File: config.mk
export PLATFORM = sky130hd
export DESIGN_NAME = valu_result_buffer_flat
export DESIGN_NICKNAME = d
export VERILOG_FILES = /design/src/rtl/valu_result_buffer_pkg.sv /design/src/rtl/valu_result_buffer_if.sv /design/src/rtl/valu_sync_fifo.sv /design/src/rtl/valu_result_buffer.sv /design/src/flat_wrapper.sv
export SDC_FILE = /design/constraint.sdc
export NUM_CORES = 1
export LEC_CHECK = 0
export ABC_AREA = 1
export CORE_UTILIZATION = 40
export CTS_BUF_LIST = sky130_fd_sc_hd__clkbuf_4
export DETAILED_ROUTE_END_ITERATION = 12
export SETUP_SLACK_MARGIN = 0.1
export SLEW_MARGIN = 20
export SYNTH_ARGS = -nofsm -noshare
export SYNTH_HDL_FRONTEND = slang
export SYNTH_SLANG_ARGS = --single-unit
File: constraint.sdc
create_clock -name clk -period 11.4 [get_ports clk]
set_input_delay 2.28 -clock clk [delete_from_list [all_inputs] [get_ports clk]]
set_output_delay 2.28 -clock clk [all_outputs]
set_load 0.02 [all_outputs]
File: src/rtl/valu_result_buffer_pkg.sv
// Shared vALU definitions for the result buffer: default widths, depth and
// the occupancy/credit counter width helper.
package valu_result_buffer_pkg;

   localparam int VALU_DATA_WIDTH = 64;
   localparam int VALU_RB_DEPTH   = 8;

   // Counter must represent 0..depth inclusive.
   function automatic int cnt_w(input int depth);
      return $clog2(depth) + 1;
   endfunction

   typedef struct packed {
      logic overflow;
      logic spurious;
   } rb_err_t;

endpackage

File: src/rtl/valu_result_buffer_if.sv
// Issue-credit, pipe-result and writeback signals of the vALU result buffer.
interface valu_result_buffer_if
   import valu_result_buffer_pkg::*;
#(
   parameter int DATA_WIDTH = VALU_DATA_WIDTH,
   parameter int DEPTH      = VALU_RB_DEPTH
);
   localparam int CNT_W = cnt_w(DEPTH);

   logic                  issue_valid;
   logic                  issue_ready;
   logic                  res_valid;
   logic [DATA_WIDTH-1:0] res_data;
   logic                  wb_valid;
   logic [DATA_WIDTH-1:0] wb_data;
   logic                  wb_ready;
   logic [CNT_W-1:0]      occupancy;
   logic                  err_overflow;
   logic                  err_spurious;

   modport slave (
      input  issue_valid, res_valid, res_data, wb_ready,
      output issue_ready, wb_valid, wb_data, occupancy, err_overflow, err_spurious
   );

   modport master (
      output issue_valid, res_valid, res_data, wb_ready,
      input  issue_ready, wb_valid, wb_data, occupancy, err_overflow, err_spurious
   );

endinterface

File: src/rtl/valu_sync_fifo.sv
// First-word-fall-through synchronous FIFO; the caller only pushes when not
// full (or popping in the same cycle) and only pops when not empty.
module valu_sync_fifo
   import valu_result_buffer_pkg::*;
#(
   parameter  int DATA_WIDTH = VALU_DATA_WIDTH,
   parameter  int DEPTH      = VALU_RB_DEPTH,
   localparam int CNT_W      = cnt_w(DEPTH),
   localparam int AW         = $clog2(DEPTH)
) (
   input  logic                  clk,
   input  logic                  rst_n,
   input  logic                  push,
   input  logic [DATA_WIDTH-1:0] push_data,
   input  logic                  pop,
   output logic [DATA_WIDTH-1:0] rd_data,
   output logic [CNT_W-1:0]      occupancy,
   output logic                  full,
   output logic                  empty
);

   logic [AW-1:0]         wr_ptr_q, wr_ptr_d;
   logic [AW-1:0]         rd_ptr_q, rd_ptr_d;
   logic [CNT_W-1:0]      occ_q, occ_d;
   logic [DATA_WIDTH-1:0] mem_q [DEPTH];

   always_comb begin
      wr_ptr_d = wr_ptr_q;
      rd_ptr_d = rd_ptr_q;
      occ_d    = occ_q;
      if (push) wr_ptr_d = wr_ptr_q + AW'(1);
      if (pop)  rd_ptr_d = rd_ptr_q + AW'(1);
      case ({push, pop})
         2'b10:   occ_d = occ_q + CNT_W'(1);
         2'b01:   occ_d = occ_q - CNT_W'(1);
         default: occ_d = occ_q;
      endcase
   end

   always_ff @(posedge clk or negedge rst_n) begin
      if (!rst_n) begin
         wr_ptr_q <= '0;
         rd_ptr_q <= '0;
         occ_q    <= '0;
      end else begin
         wr_ptr_q <= wr_ptr_d;
         rd_ptr_q <= rd_ptr_d;
         occ_q    <= occ_d;
      end
   end

   // Storage is deliberately left out of reset; occupancy gates its visibility.
   always_ff @(posedge clk) begin
      if (push) mem_q[wr_ptr_q] <= push_data;
   end

   assign rd_data   = mem_q[rd_ptr_q];
   assign occupancy = occ_q;
   assign full      = (occ_q == CNT_W'(DEPTH));
   assign empty     = (occ_q == '0);

endmodule

File: src/rtl/valu_result_buffer.sv
// Collects results from the non-stallable vALU pipes and hands them to
// writeback; issue is credit-gated so every launched op has a reserved slot.
module valu_result_buffer
   import valu_result_buffer_pkg::*;
#(
   parameter int DATA_WIDTH = VALU_DATA_WIDTH,
   parameter int DEPTH      = VALU_RB_DEPTH
) (
   input  logic                 clk,
   input  logic                 rst_n,
   valu_result_buffer_if.slave  bus
);

   localparam int CNT_W = cnt_w(DEPTH);

   logic                  issue_fire;
   logic                  res_retire;
   logic                  push;
   logic                  pop;
   logic                  full;
   logic                  empty;
   logic [CNT_W-1:0]      occ;
   logic [CNT_W:0]        credit_used;
   logic [DATA_WIDTH-1:0] head_data;
   logic [CNT_W-1:0]      inflight_q, inflight_d;
   rb_err_t               err_q, err_d;

   // Credit looks only at registered counters so issue_ready has no path
   // from res_valid or wb_ready.
   assign credit_used     = {1'b0, inflight_q} + {1'b0, occ};
   assign bus.issue_ready = (credit_used < (CNT_W+1)'(DEPTH));

   assign issue_fire = bus.issue_valid & bus.issue_ready;
   assign res_retire = bus.res_valid & (inflight_q != '0);
   assign pop        = ~empty & bus.wb_ready;
   assign push       = bus.res_valid & (~full | pop);

   always_comb begin
      inflight_d = inflight_q;
      err_d      = err_q;
      case ({issue_fire, res_retire})
         2'b10:   inflight_d = inflight_q + CNT_W'(1);
         2'b01:   inflight_d = inflight_q - CNT_W'(1);
         default: inflight_d = inflight_q;
      endcase
      if (bus.res_valid & full & ~pop)     err_d.overflow = 1'b1;
      if (bus.res_valid & (inflight_q == '0)) err_d.spurious = 1'b1;
   end

   always_ff @(posedge clk or negedge rst_n) begin
      if (!rst_n) begin
         inflight_q <= '0;
         err_q      <= '0;
      end else begin
         inflight_q <= inflight_d;
         err_q      <= err_d;
      end
   end

   valu_sync_fifo #(
      .DATA_WIDTH (DATA_WIDTH),
      .DEPTH      (DEPTH)
   ) u_fifo (
      .clk       (clk),
      .rst_n     (rst_n),
      .push      (push),
      .push_data (bus.res_data),
      .pop       (pop),
      .rd_data   (head_data),
      .occupancy (occ),
      .full      (full),
      .empty     (empty)
   );

   assign bus.wb_valid     = ~empty;
   assign bus.wb_data      = head_data;
   assign bus.occupancy    = occ;
   assign bus.err_overflow = err_q.overflow;
   assign bus.err_spurious = err_q.spurious;

endmodule

File: src/flat_wrapper.sv
// flat-port wrapper written by rule: the top's interface ports become plain ports
module valu_result_buffer_flat import valu_result_buffer_pkg::*;
#(
   parameter int DATA_WIDTH = VALU_DATA_WIDTH,
   parameter int DEPTH      = VALU_RB_DEPTH
)
  (clk, rst_n, bus_issue_valid, bus_res_valid, bus_res_data, bus_wb_ready, bus_issue_ready, bus_wb_valid, bus_wb_data, bus_occupancy, bus_err_overflow, bus_err_spurious);
  valu_result_buffer_if #(.DATA_WIDTH(DATA_WIDTH), .DEPTH(DEPTH)) bus_i ();
  input  logic clk;
  input  logic rst_n;
  input wire logic [$bits(bus_i.issue_valid)-1:0] bus_issue_valid;
  input wire logic [$bits(bus_i.res_valid)-1:0] bus_res_valid;
  input wire logic [$bits(bus_i.res_data)-1:0] bus_res_data;
  input wire logic [$bits(bus_i.wb_ready)-1:0] bus_wb_ready;
  output wire logic [$bits(bus_i.issue_ready)-1:0] bus_issue_ready;
  output wire logic [$bits(bus_i.wb_valid)-1:0] bus_wb_valid;
  output wire logic [$bits(bus_i.wb_data)-1:0] bus_wb_data;
  output wire logic [$bits(bus_i.occupancy)-1:0] bus_occupancy;
  output wire logic [$bits(bus_i.err_overflow)-1:0] bus_err_overflow;
  output wire logic [$bits(bus_i.err_spurious)-1:0] bus_err_spurious;
  assign bus_i.issue_valid = bus_issue_valid;
  assign bus_i.res_valid = bus_res_valid;
  assign bus_i.res_data = bus_res_data;
  assign bus_i.wb_ready = bus_wb_ready;
  assign bus_issue_ready = bus_i.issue_ready;
  assign bus_wb_valid = bus_i.wb_valid;
  assign bus_wb_data = bus_i.wb_data;
  assign bus_occupancy = bus_i.occupancy;
  assign bus_err_overflow = bus_i.err_overflow;
  assign bus_err_spurious = bus_i.err_spurious;
  valu_result_buffer #(.DATA_WIDTH(DATA_WIDTH), .DEPTH(DEPTH)) u_core (.clk(clk), .rst_n(rst_n), .bus(bus_i));
endmodule
# Word level (Yosys, flattened, before mapping)
# Memories as Yosys holds them, arrays and structs flattened.
# Index checks and enable logic that the tools add are counted.
dict set report word_totals {
  ff_bits 16
  ram_bits 512
  input_bits 69
  output_inout_bits 72
  mem_count 1
}
dict set report classes {
  n_addsub 7
  magnitude_cmp 1
  n_eq_ne 5
  mux 4
  n_bitwise 11
  reduce_logical 5
}
# name depth word_bits rd rd_ports_with_merged_regs wr line_no
set memory_table {}
lappend memory_table {u_core.u_fifo.mem_q 8 64 1 0 1 valu_sync_fifo.sv:25} ;# logic [DATA_WIDTH-1:0] mem_q [DEPTH];
# cell count
set ops {}
lappend ops {{4-bit case mux with 2 select lines} 2}
lappend ops {{4-bit by 1-bit adder with 4-bit output (second input constant)} 2}
lappend ops {{4-bit zero test} 2}
lappend ops {{4-bit by 1-bit subtractor with 4-bit output (second input constant)} 2}
lappend ops {{1-bit bitwise AND} 7}
lappend ops {{3-bit by 1-bit adder with 3-bit output (second input constant)} 2}
lappend ops {{4-bit by 4-bit adder with 5-bit output} 1}
lappend ops {{5-bit by 4-bit less-than comparator with 1-bit output (second input constant)} 1}
lappend ops {{2-bit by 1-bit equality test with 1-bit output (second input constant)} 2}
lappend ops {{2-bit equality test (second input constant)} 2}
lappend ops {{4-bit equality test (second input constant)} 1}
lappend ops {{2-bit nonzero test} 2}
lappend ops {{4-bit nonzero test} 1}
lappend ops {{1-bit inverter} 3}
lappend ops {{1-bit two-way mux} 2}
lappend ops {{1-bit bitwise OR} 1}

# Depth between registers and ports, before layout
dict set report logic_depth {
  ltp_word 7
  depth_mapped 13
}

# Hierarchy
# From an unflattened synthesis, not the netlist that was laid out.
dict set report unflattened {
  cells_unflattened 1573
  area_unflattened_um2 20828.7
}
# module instances cells_each area_per_inst_um2 seq_area_each_um2
set by_module_without_submodules {}
lappend by_module_without_submodules {valu_sync_fifo 1 1520 20377.0 15625.0}
lappend by_module_without_submodules {valu_result_buffer 1 53 451.7 150.1}

# Worst setup path after synthesis
# OpenSTA, ideal clock, no wires.
dict set report synth_timing {
  path_type {input to register}
  start {input port bus_wb_ready}
  end {memory u_core.u_fifo.mem_q[1][0] (netlist name), enable pin}
  t_arrival_ps 5326
  path_slack_ps 5587
  cell_stages 4
  path_buffers 0
  cell_sequence {nor2_1 -> nand3_1 -> nand2_1 -> nor2_1}
}
dict set report synth_between {
  elab_chain_len 5
}
# item line_no
set synth_rtl {}
lappend synth_rtl {{start: declaration} flat_wrapper.sv:14} ;# input wire logic [$bits(bus_i.wb_ready)-1:0] bus_wb_ready;
lappend synth_rtl {{1-bit bitwise AND} valu_result_buffer.sv:35} ;# assign pop = ~empty & bus.wb_ready;
lappend synth_rtl {{1-bit bitwise OR} valu_result_buffer.sv:36} ;# assign push = bus.res_valid & (~full | pop);
lappend synth_rtl {{1-bit bitwise AND} valu_result_buffer.sv:36}
lappend synth_rtl {{1-bit two-way mux} valu_sync_fifo.sv:54} ;# if (push) mem_q[wr_ptr_q] <= push_data;
lappend synth_rtl {{1-bit two-way mux (implied by the code)} valu_sync_fifo.sv:54}
lappend synth_rtl {{end: declaration} valu_sync_fifo.sv:25}
# Every way passes these cells.

# Worst setup path after layout
dict set report layout_timing {
  start {register u_core.u_fifo.rd_ptr_q[1]}
  end {output port bus_wb_data[1]}
}
dict set report layout_between {
  elab_chain_len 1
}
# item line_no
set layout_rtl {}
lappend layout_rtl {{start: declaration} valu_sync_fifo.sv:23} ;# logic [AW-1:0] rd_ptr_q, rd_ptr_d;
lappend layout_rtl {{start signal: assignment} valu_sync_fifo.sv:47} ;# rd_ptr_q <= rd_ptr_d;
lappend layout_rtl {{memory 8 x 64 bit} --}
lappend layout_rtl {{end: declaration} flat_wrapper.sv:17} ;# output wire logic [$bits(bus_i.wb_data)-1:0] bus_wb_data;
# Every way passes these cells.

==> metrics.md <==
| Metric | Value |
|---|---|
| Worst EP arrival | around 4.0 ns |
| Switching fraction of total power | between 30% and 40% |
| Core area | around 57000 um2 |
| Max_cap viols | 0 |
| Clock share of power | between 20% and 30% |
| Sw power | 2640 uW |
| Drt wl/cell | approximately 15 um |
| PD cells | roughly 260 nW/um2 |
| WS Path Type | flop to output pin |
| CTS tree | yes |
| Setup Viol. Count Final | 0 |
| Worst Setup End Kind | output pin |
| Hpwl dp | 25800 um |
| Slew headroom | between 20% and 30% |
| Clock insertion delay at the later pin of the skew report | 0.94 ns |
| Initial DRC count | approximately 870 |
| Top Ports | ~140 |
| Syn_area_per_cell | 9.83 um2 |
| Part of the power in registers | 35.7% |
| Minimum clock period after layout | between 6 and 7 ns |
| Post-detailed-route count of antenna-violating nets | 0 |
| Most frequent cells in the layout | 871 x nand2_1, 519 x nor2_1, 512 x edfxtp_1 |
| # hold bufs at CTS | 0 |
| Mapped Area | between 20000 and 25000 um2 |
| CTS root buffer | clkbuf_4 |
| Post-cts sizing count | 0 |
| Leading cell type in the layout, fill and taps excluded | nand2_1 |
| Setup Skew | between 0.05 and 0.06 ns |
| Leak | between 0.01 and 0.015 uW |
| Yosys cell types | 24 |
| DRC viols | 0 |
| Die extent in x | between 200 and 250 um |
| CTS H-Tree Depth | 4 |
| Die height | roughly 240 um |
| Peak supply drop | 0.320 mV |
| Via density | ~4.5 |
| Combinational share of power | between 30% and 40% |
| Final Hold Vio Count | 0 |
| Max Buffers Root-to-Sink | 3 |
| Layout Utilization | 47.5% |
| Syn_nets | between 2000 and 2500 |
| Drt total wl | ~50000 um |
| Worst setup startpoint | u_core.u_fifo.rd_ptr_q[1] |
| Area Growth Syn to Fin | 16.8% |
| Most used cell, CP | nand2_1 |
| TritonCTS Buffers | approximately 140 |
| Worst Path Max Fanout | around 70 |
| RR Startpoint | u_core.u_fifo.occupancy[1] |
| DR WL met3 | 2780 um |
| CP max stage cell | buf_4 |
| Slew of the pin with the lowest slew margin | roughly 1.1 ns |
| First-pass GRT wire length | 79200 um |
| Die Footprint | slightly below 60000 um2 |
| Max layer used | met5 |
| RePlAce Congestion | about 0.75 |
| GRT overflow | 0 |
| Largest net degree at the start of global routing | between 200 and 250 |
| IO Port Bufs | 140 |
| 1st-pass router iterations | 5 |
| Ys Warns | 0 |
| Fin nets | between 2000 and 3000 |
| Setup crit start kind | flop |
| Post-CTS Setup Inserts | 0 |
| GRT Util Overall | 17.5% |
| Vias in the first global route | between 10000 and 15000 |
| Cells after Synth | 2346 |
| Max incr delay on CP | about 0.8 ns |
| Metal-1 WL | 22400 um |
| Hold path start | u_core.bus.err_spurious |
| Met2 WL | 24200 um |
| Internal | 4380 uW |
| RSZ-0062 raised after global routing | false |
| Share of cells above drive strength 1 | 10.1% |
| Register area share after synthesis | between 60 and 70% |
| FP Rows | between 80 and 90 |
| Worst-path cell chain | buf_4, buf_4, nor2_1, nand2_1, nand2_1, nand2_1, nand2_1, clkdlybuf4s50_1 |
| Worst Path Required | approximately 9.1 ns |
| Clock transition at path regs | about 0.060 ns |
| Status | completed |
| Max Slew Vio Count | 0 |
| Clock Sinks | ~530 |
| Period utilisation layout | around 55% |
| Setup TNS | 0 ns |
| Peak Freq | ~160 MHz |
| HP Class | flop to flop |
| Initial antenna violation count | 6 |
| #FFs+latches synth | 528 |
| Vias | roughly 15000 |
| Starting density of the core | between 40% and 50% |
==> area by class of cell <==
cell class	instances	area (um2)
clock inverter	32	337
antenna	2	5.00
inverter	276	1040
clock buffer	213	1600
fill	5230	29800
tap	756	946
timing repair buffer	159	1560
sequential	528	15800
multi-input combinational	1443	5690
==> power groups by stage <==
stage | Sequential [uW] | Clock [uW] | Combinational [uW]
5_1_grt | 2530 | 1930 | 3080
2_1_floorplan | 2530 | 0 | 1910
6_report | 2510 | 1790 | 2730
3_5_place_dp | 2550 | 0 | 2770
3_3_place_gp | 2540 | 0 | 2740
4_1_cts | 2510 | 1840 | 2790
==> worst max-delay path: cells and delay by family, from the launching register on <==
kind,cells,cell delay (ns)
AND/OR/NAND/NOR,5,0.49
buffers and inverters,3,2.11
flip-flops,1,0.42
==> stage by stage <==
stage	cells	area (um2)	worst slack (ns)	hold WS, ns	power (uW)
finish	3409	27000	5.10	0.479	7020
global placement	3162	25000	6.05	0.457	5280
floorplan	2346	23100	5.59	0.503	4440
detailed placement	3162	25000	6.05	0.465	5320
CTS	3407	26900	4.94	0.484	7140
global route	3408	27000	4.73	0.508	7540
==> metal layers <==
layer	track usage, %	vias up
met5	0	-
met4	7.09	8
met3	5.35	71
met2	28.4	342
met1	21.7	7083
li1	-	7787
==> cells by family after synthesis <==
family | synth area share [%]
simple gates | 23.1
flops | 68.4
buf+inv | 7.23
fa+ha+maj | 0.770
compound gates | 0.287
xor+xnor | 0.266
==> cell usage after synthesis, drive strengths merged <==
library cell | count | area, um2
edfxtp | 512 | 15400
nor2 | 527 | 1980
or2 | 2 | 12.5
a21oi | 1 | 5.00
ha | 11 | 138
a21boi | 1 | 7.51
buf | 91 | 602
o21ai | 6 | 30.0
xnor2 | 5 | 43.8
a31o | 1 | 8.76
o21bai | 2 | 15.0
nor3 | 1 | 5.00
inv | 276 | 1040
nand3b | 1 | 7.51
xor2 | 2 | 17.5
nand2 | 871 | 3270
dfrtp | 16 | 400
nand3 | 10 | 50.1
clkbuf | 8 | 30.0
fa | 2 | 40.0
==> state kept, by name, indices dropped and copies added (netlist names) <==
signal	flops
u_core.u_fifo.mem_q	512
u_core.inflight_q	4
u_core.u_fifo.occupancy	4
u_core.u_fifo.rd_ptr_q	3
u_core.u_fifo.wr_ptr_q	3
u_core.bus.err_overflow	1
u_core.bus.err_spurious	1
==> worst paths after layout <==
kind	to	slack, ns	cells after the start
setup / recovery	bus_wb_data[1]	5.10	8
hold / removal	u_core.bus.err_spurious	0.48	1
setup reg to reg	u_core.u_fifo.mem_q[7][44]	8.41	5
hold reg to reg	u_core.bus.err_spurious	0.48	1
max in group asynchronous	u_core.u_fifo.rd_ptr_q[1]	9.08	1
min in group asynchronous	u_core.u_fifo.occupancy[1]	1.77	1
Note: power is estimated with default switching activity, not from simulation.
